===== src/rtl/tdm_demux_pkg.sv =====
// tdm_demux_pkg: shared lane types and frame constants for the 4-lane TDM demux
package tdm_demux_pkg;
    localparam int LANES = 4;
    localparam logic [LANES-1:0] FULL_MASK = 4'b1111;
    typedef logic [1:0] lane_idx_t;
    typedef enum logic [0:0] {COLLECT = 1'b0, FULL = 1'b1} state_t;
endpackage


===== src/rtl/tdm_demux_if.sv =====
// tdm_demux_if: serial sample input and parallel frame output bundle
interface tdm_demux_if #(parameter int WIDTH = 1);
    import tdm_demux_pkg::*;
    logic in_valid;
    logic [WIDTH-1:0] in_data;
    lane_idx_t selector_bits;
    logic use_external_sel;
    logic in_ready;
    logic [LANES*WIDTH-1:0] out_lines;
    logic out_valid;
    logic out_ready;
    lane_idx_t cur_lane;
    logic dup_err;
    modport master(
        output in_valid, in_data, selector_bits, use_external_sel, out_ready,
        input in_ready, out_lines, out_valid, cur_lane, dup_err
    );
    modport slave(
        input in_valid, in_data, selector_bits, use_external_sel, out_ready,
        output in_ready, out_lines, out_valid, cur_lane, dup_err
    );
endinterface


===== src/rtl/tdm_frame_reg.sv =====
// tdm_frame_reg: valid/ready holding register for completed frames
module tdm_frame_reg #(parameter int W = 4) (
    input  logic         clk,
    input  logic         reset,
    input  logic         load,
    input  logic [W-1:0] frame,
    input  logic         out_ready,
    output logic [W-1:0] out_lines,
    output logic         out_valid
);
    always_ff @(posedge clk) begin
        if (reset) begin
            out_lines <= '0;
            out_valid <= 1'b0;
        end else begin
            if (load) out_lines <= frame;
            out_valid <= load | (out_valid & ~out_ready);
        end
    end
endmodule


===== src/rtl/tdm_demux_4.sv =====
// tdm_demux_4: steers serial samples into four lane slots and publishes whole frames
module tdm_demux_4 import tdm_demux_pkg::*; #(parameter int WIDTH = 1) (
    input logic clk,
    input logic reset,
    tdm_demux_if.slave bus
);
    state_t state;
    logic [LANES*WIDTH-1:0] shadow, shadow_nxt;
    logic [LANES-1:0] mask, mask_nxt;
    lane_idx_t cnt, lane;
    logic ext_q, ext, acc, free, complete, load, dup_q;
    // a new frame starts either from an empty mask or right after a held frame
    assign ext = (mask == '0 || state == FULL) ? bus.use_external_sel : ext_q;
    assign lane = ext ? bus.selector_bits : cnt;
    assign bus.cur_lane = lane;
    assign bus.in_ready = state == COLLECT;
    assign bus.dup_err = dup_q;
    assign acc = bus.in_valid & bus.in_ready;
    assign free = ~bus.out_valid | bus.out_ready;
    assign mask_nxt = mask | (acc ? 4'b0001 << lane : 4'b0000);
    assign complete = acc & (mask_nxt == FULL_MASK);
    assign load = free & (complete | state == FULL);
    always_comb begin
        shadow_nxt = shadow;
        if (acc) shadow_nxt[lane*WIDTH +: WIDTH] = bus.in_data;
    end
    always_ff @(posedge clk) begin
        if (reset) begin
            state <= COLLECT;
            shadow <= '0;
            mask <= '0;
            cnt <= '0;
            ext_q <= 1'b0;
            dup_q <= 1'b0;
        end else begin
            shadow <= shadow_nxt;
            dup_q <= acc & mask[lane];
            if (acc && mask == '0) ext_q <= bus.use_external_sel;
            if (load) begin
                mask <= '0;
                cnt <= '0;
                state <= COLLECT;
            end else begin
                mask <= mask_nxt;
                if (acc && !ext) cnt <= cnt + 2'd1;
                if (complete) state <= FULL;
            end
        end
    end
    tdm_frame_reg #(.W(LANES*WIDTH)) u_frame (
        .clk(clk),
        .reset(reset),
        .load(load),
        .frame(shadow_nxt),
        .out_ready(bus.out_ready),
        .out_lines(bus.out_lines),
        .out_valid(bus.out_valid)
    );
endmodule


===== src/flat_wrapper.sv =====
// flat-port wrapper written by rule: the top's interface ports become plain ports
module tdm_demux_4_flat import tdm_demux_pkg::*;
#(parameter int WIDTH = 1)
  (clk, reset, bus_in_valid, bus_in_data, bus_selector_bits, bus_use_external_sel, bus_out_ready, bus_in_ready, bus_out_lines, bus_out_valid, bus_cur_lane, bus_dup_err);
  tdm_demux_if #(.WIDTH(WIDTH)) bus_i ();
  input logic clk;
  input logic reset;
  input wire logic [$bits(bus_i.in_valid)-1:0] bus_in_valid;
  input wire logic [$bits(bus_i.in_data)-1:0] bus_in_data;
  input wire logic [$bits(bus_i.selector_bits)-1:0] bus_selector_bits;
  input wire logic [$bits(bus_i.use_external_sel)-1:0] bus_use_external_sel;
  input wire logic [$bits(bus_i.out_ready)-1:0] bus_out_ready;
  output wire logic [$bits(bus_i.in_ready)-1:0] bus_in_ready;
  output wire logic [$bits(bus_i.out_lines)-1:0] bus_out_lines;
  output wire logic [$bits(bus_i.out_valid)-1:0] bus_out_valid;
  output wire logic [$bits(bus_i.cur_lane)-1:0] bus_cur_lane;
  output wire logic [$bits(bus_i.dup_err)-1:0] bus_dup_err;
  assign bus_i.in_valid = bus_in_valid;
  assign bus_i.in_data = bus_in_data;
  assign bus_i.selector_bits = bus_selector_bits;
  assign bus_i.use_external_sel = bus_use_external_sel;
  assign bus_i.out_ready = bus_out_ready;
  assign bus_in_ready = bus_i.in_ready;
  assign bus_out_lines = bus_i.out_lines;
  assign bus_out_valid = bus_i.out_valid;
  assign bus_cur_lane = bus_i.cur_lane;
  assign bus_dup_err = bus_i.dup_err;
  tdm_demux_4 #(.WIDTH(WIDTH)) u_core (.clk(clk), .reset(reset), .bus(bus_i));
endmodule

===== config.mk =====
export PLATFORM = sky130hd
export DESIGN_NAME = tdm_demux_4_flat
export DESIGN_NICKNAME = d
export VERILOG_FILES = /design/src/rtl/tdm_demux_pkg.sv /design/src/rtl/tdm_demux_if.sv /design/src/rtl/tdm_frame_reg.sv /design/src/rtl/tdm_demux_4.sv /design/src/flat_wrapper.sv
export SDC_FILE = /design/constraint.sdc
export NUM_CORES = 1
export LEC_CHECK = 0
export CAP_MARGIN = 10
export CORE_UTILIZATION = 35
export CTS_CLUSTER_DIAMETER = 120
export DETAILED_ROUTE_END_ITERATION = 10
export GPL_ROUTABILITY_DRIVEN = 0
export HOLD_SLACK_MARGIN = 0.05
export SYNTH_ARGS = -nofsm -noshare
export SYNTH_HDL_FRONTEND = slang
export SYNTH_SLANG_ARGS = --single-unit

===== constraint.sdc =====
create_clock -name clk -period 3.76 [get_ports clk]
set_clock_uncertainty 0.1 [all_clocks]
set_input_delay 0.94 -clock clk [delete_from_list [all_inputs] [get_ports clk]]
set_output_delay 0.94 -clock clk [all_outputs]
set_load 0.02 [all_outputs]

==> results.toml <==
[floorplanning]
core.rowCount = 19
fp.dieArea_um2 = 3320
die_height_um = 57.6
die_w_um = 57.6
io_pins = 17
start_util = 0.379
coreArea_um2 = 2850

[synth]
netlist_top_cells_area = "dfxtp_1 33%, a21oi_1 7.4%, ha_1 5.8%, nand2b_1 5.8%, nand2_1 5.2%"
synth_cell_types = 41
synth_ff_type = "dfxtp_1"
synth_area_um2 = 1080
synth_enable_flop_cells = 0
synth_cells = 135
syn-num-nets = 148
ys_seq_area_frac = 0.333
ys_ff_latch = 18
synth_top_cell_area_share = 0.333
async_reset_ff_frac = 0
postSynthAreaPerCell_um2 = 8.02
synth_top_area_cell = "dfxtp_1"
yosys_warnings = 0

[critical_path]
start_kind = "input port"
endpoint_kind = "output port"
crit_type = "input port to output port"
cp.required_ps = 2720
worstPathCellList = "clkdlybuf4s50_1, nand2b_1, a22oi_1, a311o_1, dlygate4sd2_1"
critPathMaxFanout = 8
slowest_stage = "clkdlybuf4s50_1"
cpPeakStageDelay_ps = 590
arrival_ps = 2510

[power]
finalPower_mw = 0.569
peakVddDrop_mv = 0.290
p_per_area_nw_per_um2 = 424
power.leakage_nw = 0.520

[cells_and_area]
diodes = 0
final_area_um2 = 1340
fill_cells = 306
regArea_um2 = 360
multiInputGateArea_um2 = 672
fin_nets = 170
area_growth_pct = 24.2
layout-drive-gt1-share = 0.109

[drt]
wl_met1_mm = 1.30
wl_met3_um = 149
drtPass1Iterations = 7
vias = 1075
drt_iter0_drc = 60
drc_errors = 1
wl_mm = 2.75
drtAntennaViolNets = 0
highest_layer = "met4"
met2_length_mm = 1.30
avgRoutedWirePerCell_um = 14.7
viasPerCell = 5.75

[place]
io_buffers = 16
dpl_cell_area_um2 = 1310
dpl.hpwl_mm = 2.08

[timing]
final-hold-violation-count = 0
setup_viol = 0
fin_crit_sh = 0.943
final.setup.tns_ps = 0
tightest_slew_ps = 507
relSlewSlack = 0.661
rsz0062_at_grt = "false"
final_max_slew_viol_count = 0
timing.fmax_mhz = 282
min_period_ps = 3550

[global_route]
antenna_found_initial = 0
grt_pass1_vias = 1047
grt.overflow.total = 0
grt_max_degree = 14
grt.total_usage = 0.186
grt_pass1_wl_mm = 4.84

[cts]
cts_resized = 1
insertion_delay_ps = 310
cts_sinks = 18
cts_tree = "done"
cts_root_buffer = "clkbuf_4"
cts_buffers = 3
cts.clk_slew.worst_paths_ps = 100
cts_buffer_depth = 2
cts_setup_buffers = 0
hold_buffers = 0
htreeDepth = 1

[run_status]
status = "finished with violations"
violations = "DRC"

[run]
max-cap-violations = 0

[min_path]
hold_class = "flop to flop"
Yosys cell counts, types with 2 or more instances:
cell and count:
nor2b_1 2, mux2i_1 2, a31oi_1 2, inv_1 8, a211o_1 2, nor4_1 2, clkbuf_1 3, a21oi_1 16
ha_1 5, nand2b_1 10, or3b_2 3, a22oi_1 2, nor3_1 2, dfxtp_1 18, nand4_1 2, a211oi_1 2
o21ai_0 5, nand2_1 15, o211ai_1 2, nor2_1 11
placed cells by master (no fill, tap or decap), types with 2 or more instances in the layout:
cell type | Yosys | final
nand4_1 | 2 | 2
a211oi_1 | 2 | 2
mux2i_1 | 2 | 2
o211ai_1 | 2 | 2
nor2b_1 | 2 | 2
nor2_1 | 11 | 11
buf_4 | 0 | 6
clkdlybuf4s50_1 | 0 | 14
o21ai_0 | 5 | 5
a31oi_1 | 2 | 2
or3b_2 | 3 | 3
clkbuf_4 | 0 | 3
nand2b_1 | 10 | 10
nor4_1 | 2 | 2
inv_1 | 8 | 8
a211o_1 | 2 | 2
a21oi_1 | 16 | 16
nand2_1 | 15 | 15
ha_1 | 5 | 5
dfxtp_1 | 18 | 18
a22oi_1 | 2 | 2
nor3_1 | 2 | 2
power breakdown:
group | switching [mW] | internal, mW
clock | 0.0654 | 0.0590
combinational | 0.118 | 0.0991
sequential | 0.0222 | 0.205
total | 0.206 | 0.363
metrics by stage:
step                      setup WS (ps)  hold WS (ps)  instances  utilization
final                               213           364        187        0.471
after global routing                143           415        187        0.471
after CTS                          56.0           372        187        0.470
after detailed placement           3.21           356        183        0.458
after global placement             47.1           347        183        0.458
after floorplan                     660           331        135            -
kinds of logic after synthesis:
logic type | count (synthesis) | synth area share
flops | 18 | 0.333
compound gates | 41 | 0.254
fa+ha+maj | 5 | 0.0578
buf+inv | 13 | 0.0462
mux | 3 | 0.0289
simple gates | 55 | 0.280
worst paths after layout:
kind                                      startpoint                          end  slack [ps]  depth (start not counted)
worst max-delay path            bus_use_external_sel              bus_cur_lane[1]         210                          5
worst min register to register      u_core.shadow[0]             u_core.shadow[0]         360                          2
worst max register to register        u_core.mask[1]  u_core.u_frame.out_lines[2]         800                          9
worst min-delay path                u_core.shadow[0]             u_core.shadow[0]         360                          2
state kept, by name, summed over array words and instances (netlist names):
register / count
u_core.ext_q: 1
u_core.u_frame.out_lines: 4
u_core.cnt: 2
u_core.mask: 4
u_core.state: 1
u_core.u_frame.out_valid: 1
u_core.bus.dup_err: 1
u_core.shadow: 4
metal layers:
layer / GRT usage / up-vias
met4: 0.0418 / 0
met3: 0.0558 / 2
li1: - / 535
met5: 0 / -
met2: 0.289 / 27
met1: 0.256 / 511
critical path: cells and delay by family:
| family | cells | cell delay (ps) |
|---|---|---|
| buf+inv | 2 | 940 |
| compound gates | 2 | 480 |
| simple gates | 1 | 160 |
cell type report:
class | count | share of cell area
clock buffer | 4 | 0.0270
inverter | 8 | 0.0223
multi-input combinational | 104 | 0.500
sequential | 18 | 0.268
tap | 31 | 0.0289
timing repair buffer | 22 | 0.154
Note: power is estimated with default switching activity, not from simulation.
==> RTL edit: new RTL, config.mk and constraints unchanged <==
Reset style: asynchronous (`reset`), changed in 2 clocked blocks.
--- a/src/rtl/tdm_frame_reg.sv
+++ b/src/rtl/tdm_frame_reg.sv
@@ -10,3 +10,3 @@
 );
-    always_ff @(posedge clk) begin
+    always_ff @(posedge clk or posedge reset) begin
         if (reset) begin
--- a/src/rtl/tdm_demux_4.sv
+++ b/src/rtl/tdm_demux_4.sv
@@ -26,3 +26,3 @@
     end
-    always_ff @(posedge clk) begin
+    always_ff @(posedge clk or posedge reset) begin
         if (reset) begin
Function: differs if reset is asserted again (counterexample within 4 cycles, from zero or initial values and one cycle with reset high); with reset held inactive, the same outputs for 10 cycles.
==> RTL edit against the original RTL <==
- design area is 6.5% higher
- wire length is 4.2% lower
- worst setup slack worse by 0.020 ns
- core utilization is 0.98 points lower
- register-to-register slack worse by 0.05 ns
- via count is 6.4% lower
- cell count is 3.7% higher
- largest cell class unchanged
- sequential cell count stayed put
- count of clock-buffer cells in the layout stayed put
- synthesized area is 6.8% higher
Power is not compared: it rests on default switching activity, and its combinational part moved more than twofold at a synthesized area within 25%.
==> RTL edit: results (changes against the original RTL) <==
Run status
  – Status: completed

Synth
  – Post-synthesis mux area share: 4.00% (+1.1 points)
  – Post-Syn Nets: 141 (-4.7%)
  – Top FF cell, synth: dfrtp_1
  – Synth area leaders: dfrtp_1 (39%), nand2_1 (5.5%), a21oi_1 (4.8%)
  – Post-synthesis sequential area ratio: 39.0% (+5.7 points)
  – Synth top cells by count: dfrtp_1 (18), nand2_1 (17), a21oi_1 (11)
  – Distinct cells, synth: 43 (+4.9%)
  – Asr flop ratio synth: 100% (+100 points)
  – Syn Area/Cell: 8.96 sq um (+12%)
  – Post-synthesis adder-cell area fraction: 4.33% (-1.5 points)
  – XOR/XNOR share of the synthesized area: 0% (unchanged)

Routing
  – M1 WL: 1.36 mm (+4.5%)
  – Drt pass-1 iters: 4 (-3)
  – WL final: 2.64 mm (-4.2%)
  – WL met2: 1.18 mm (-8.7%)
  – Vias: 1006 (-6.4%)
  – Initial DRC Count: 27 (-55%)
  – Met3 routed WL: 69 microns (-54%)

Layout
  – Fin cells: 194 (+3.7%)
  – Ratio of cells with drive above 1 in the final layout: 14.7% (+3.8 points)
  – Layout net count: 163 (-4.1%)

Global route
  – M3 GR Usage: 3.06% (-2.5 points)
  – Pin count of the biggest net entering global routing: 19 (+5)
  – M1 GR Usage: 24.9% (-0.69 points)
  – Global routing usage on met2: 26.8% (-2.1 points)
  – GR Util All Layers: 17.4% (-1.2 points)
  – First-pass GRT wire length: 4.65 mm (-3.8%)

Timing
  – Slew @ Worst Pin: 0.827 ns (+0.320 ns)

Setup path
  – Critical Path AT: 2.53 ns (+0.02 ns)
  – Critical-path maximum fanout: 7 (-1)

Placed design
  – Placed cell areas: 0.00139 sq mm (+6.6%)
  – Dpl ws: 0.0480 ns (+0.0447 ns)

Clocking
  – # resized after CTS: 0 (-1)
  – Postcts setup bufs: 0 (unchanged)
  – Clk Latency, worst-skew pair: 0.29 ns (-0.02 ns)
==> RTL edit: changes by cell type after synthesis, moves of 3 or more <==
cell | before | now
o21ai_0 | 5 | 8
or3b_2 | 3 | 0
nor2_1 | 11 | 7
dfxtp_1 | 18 | 0
a21oi_1 | 16 | 11
dfrtp_1 | 0 | 18
==> RTL edit: report_power, final <==
part / switching (mW) / internal, mW
combinational: 0.333 / 0.297
sequential: 0.0831 / 0.275
clock: 0.0611 / 0.0589
total: 0.477 / 0.631
==> RTL edit: path summary, 6_finish.rpt <==
check | startpoint | endpoint | slack, ns | cells after the start
worst max register to register | u_core.mask[0] | u_core.u_frame.out_lines[2] | 0.75 | 10
max in group asynchronous | reset | u_core.mask[1] | 2.17 | 2
min in group asynchronous | reset | u_core.shadow[3] | 0.94 | 2
worst min-delay path | u_core.shadow[1] | u_core.shadow[1] | 0.39 | 2
worst min register to register | u_core.shadow[1] | u_core.shadow[1] | 0.39 | 2
worst max-delay path | bus_use_external_sel | bus_cur_lane[1] | 0.19 | 5
==> RTL edit: worst register-to-register path: stages (launching register included) <==
cell and delay, ns:
dfrtp_1 0.46, or4_4 0.62, a22o_2 0.28, nand2_1 0.08, buf_4 0.14, ha_1 0.20
o22ai_1 0.14, o31a_1 0.38, nor2_2 0.19, buf_4 0.20, a2bb2oi_1 0.16
==> RTL edit: layout make-up <==
| cell class | instances | area [sq um] |
|---|---|---|
| tap | 44 | 55.1 |
| sequential | 18 | 450 |
| multi-input combinational | 98 | 648 |
| clock buffer | 4 | 36.3 |
| inverter | 7 | 26.3 |
| timing repair buffer | 23 | 215 |
| fill | 316 | 1670 |
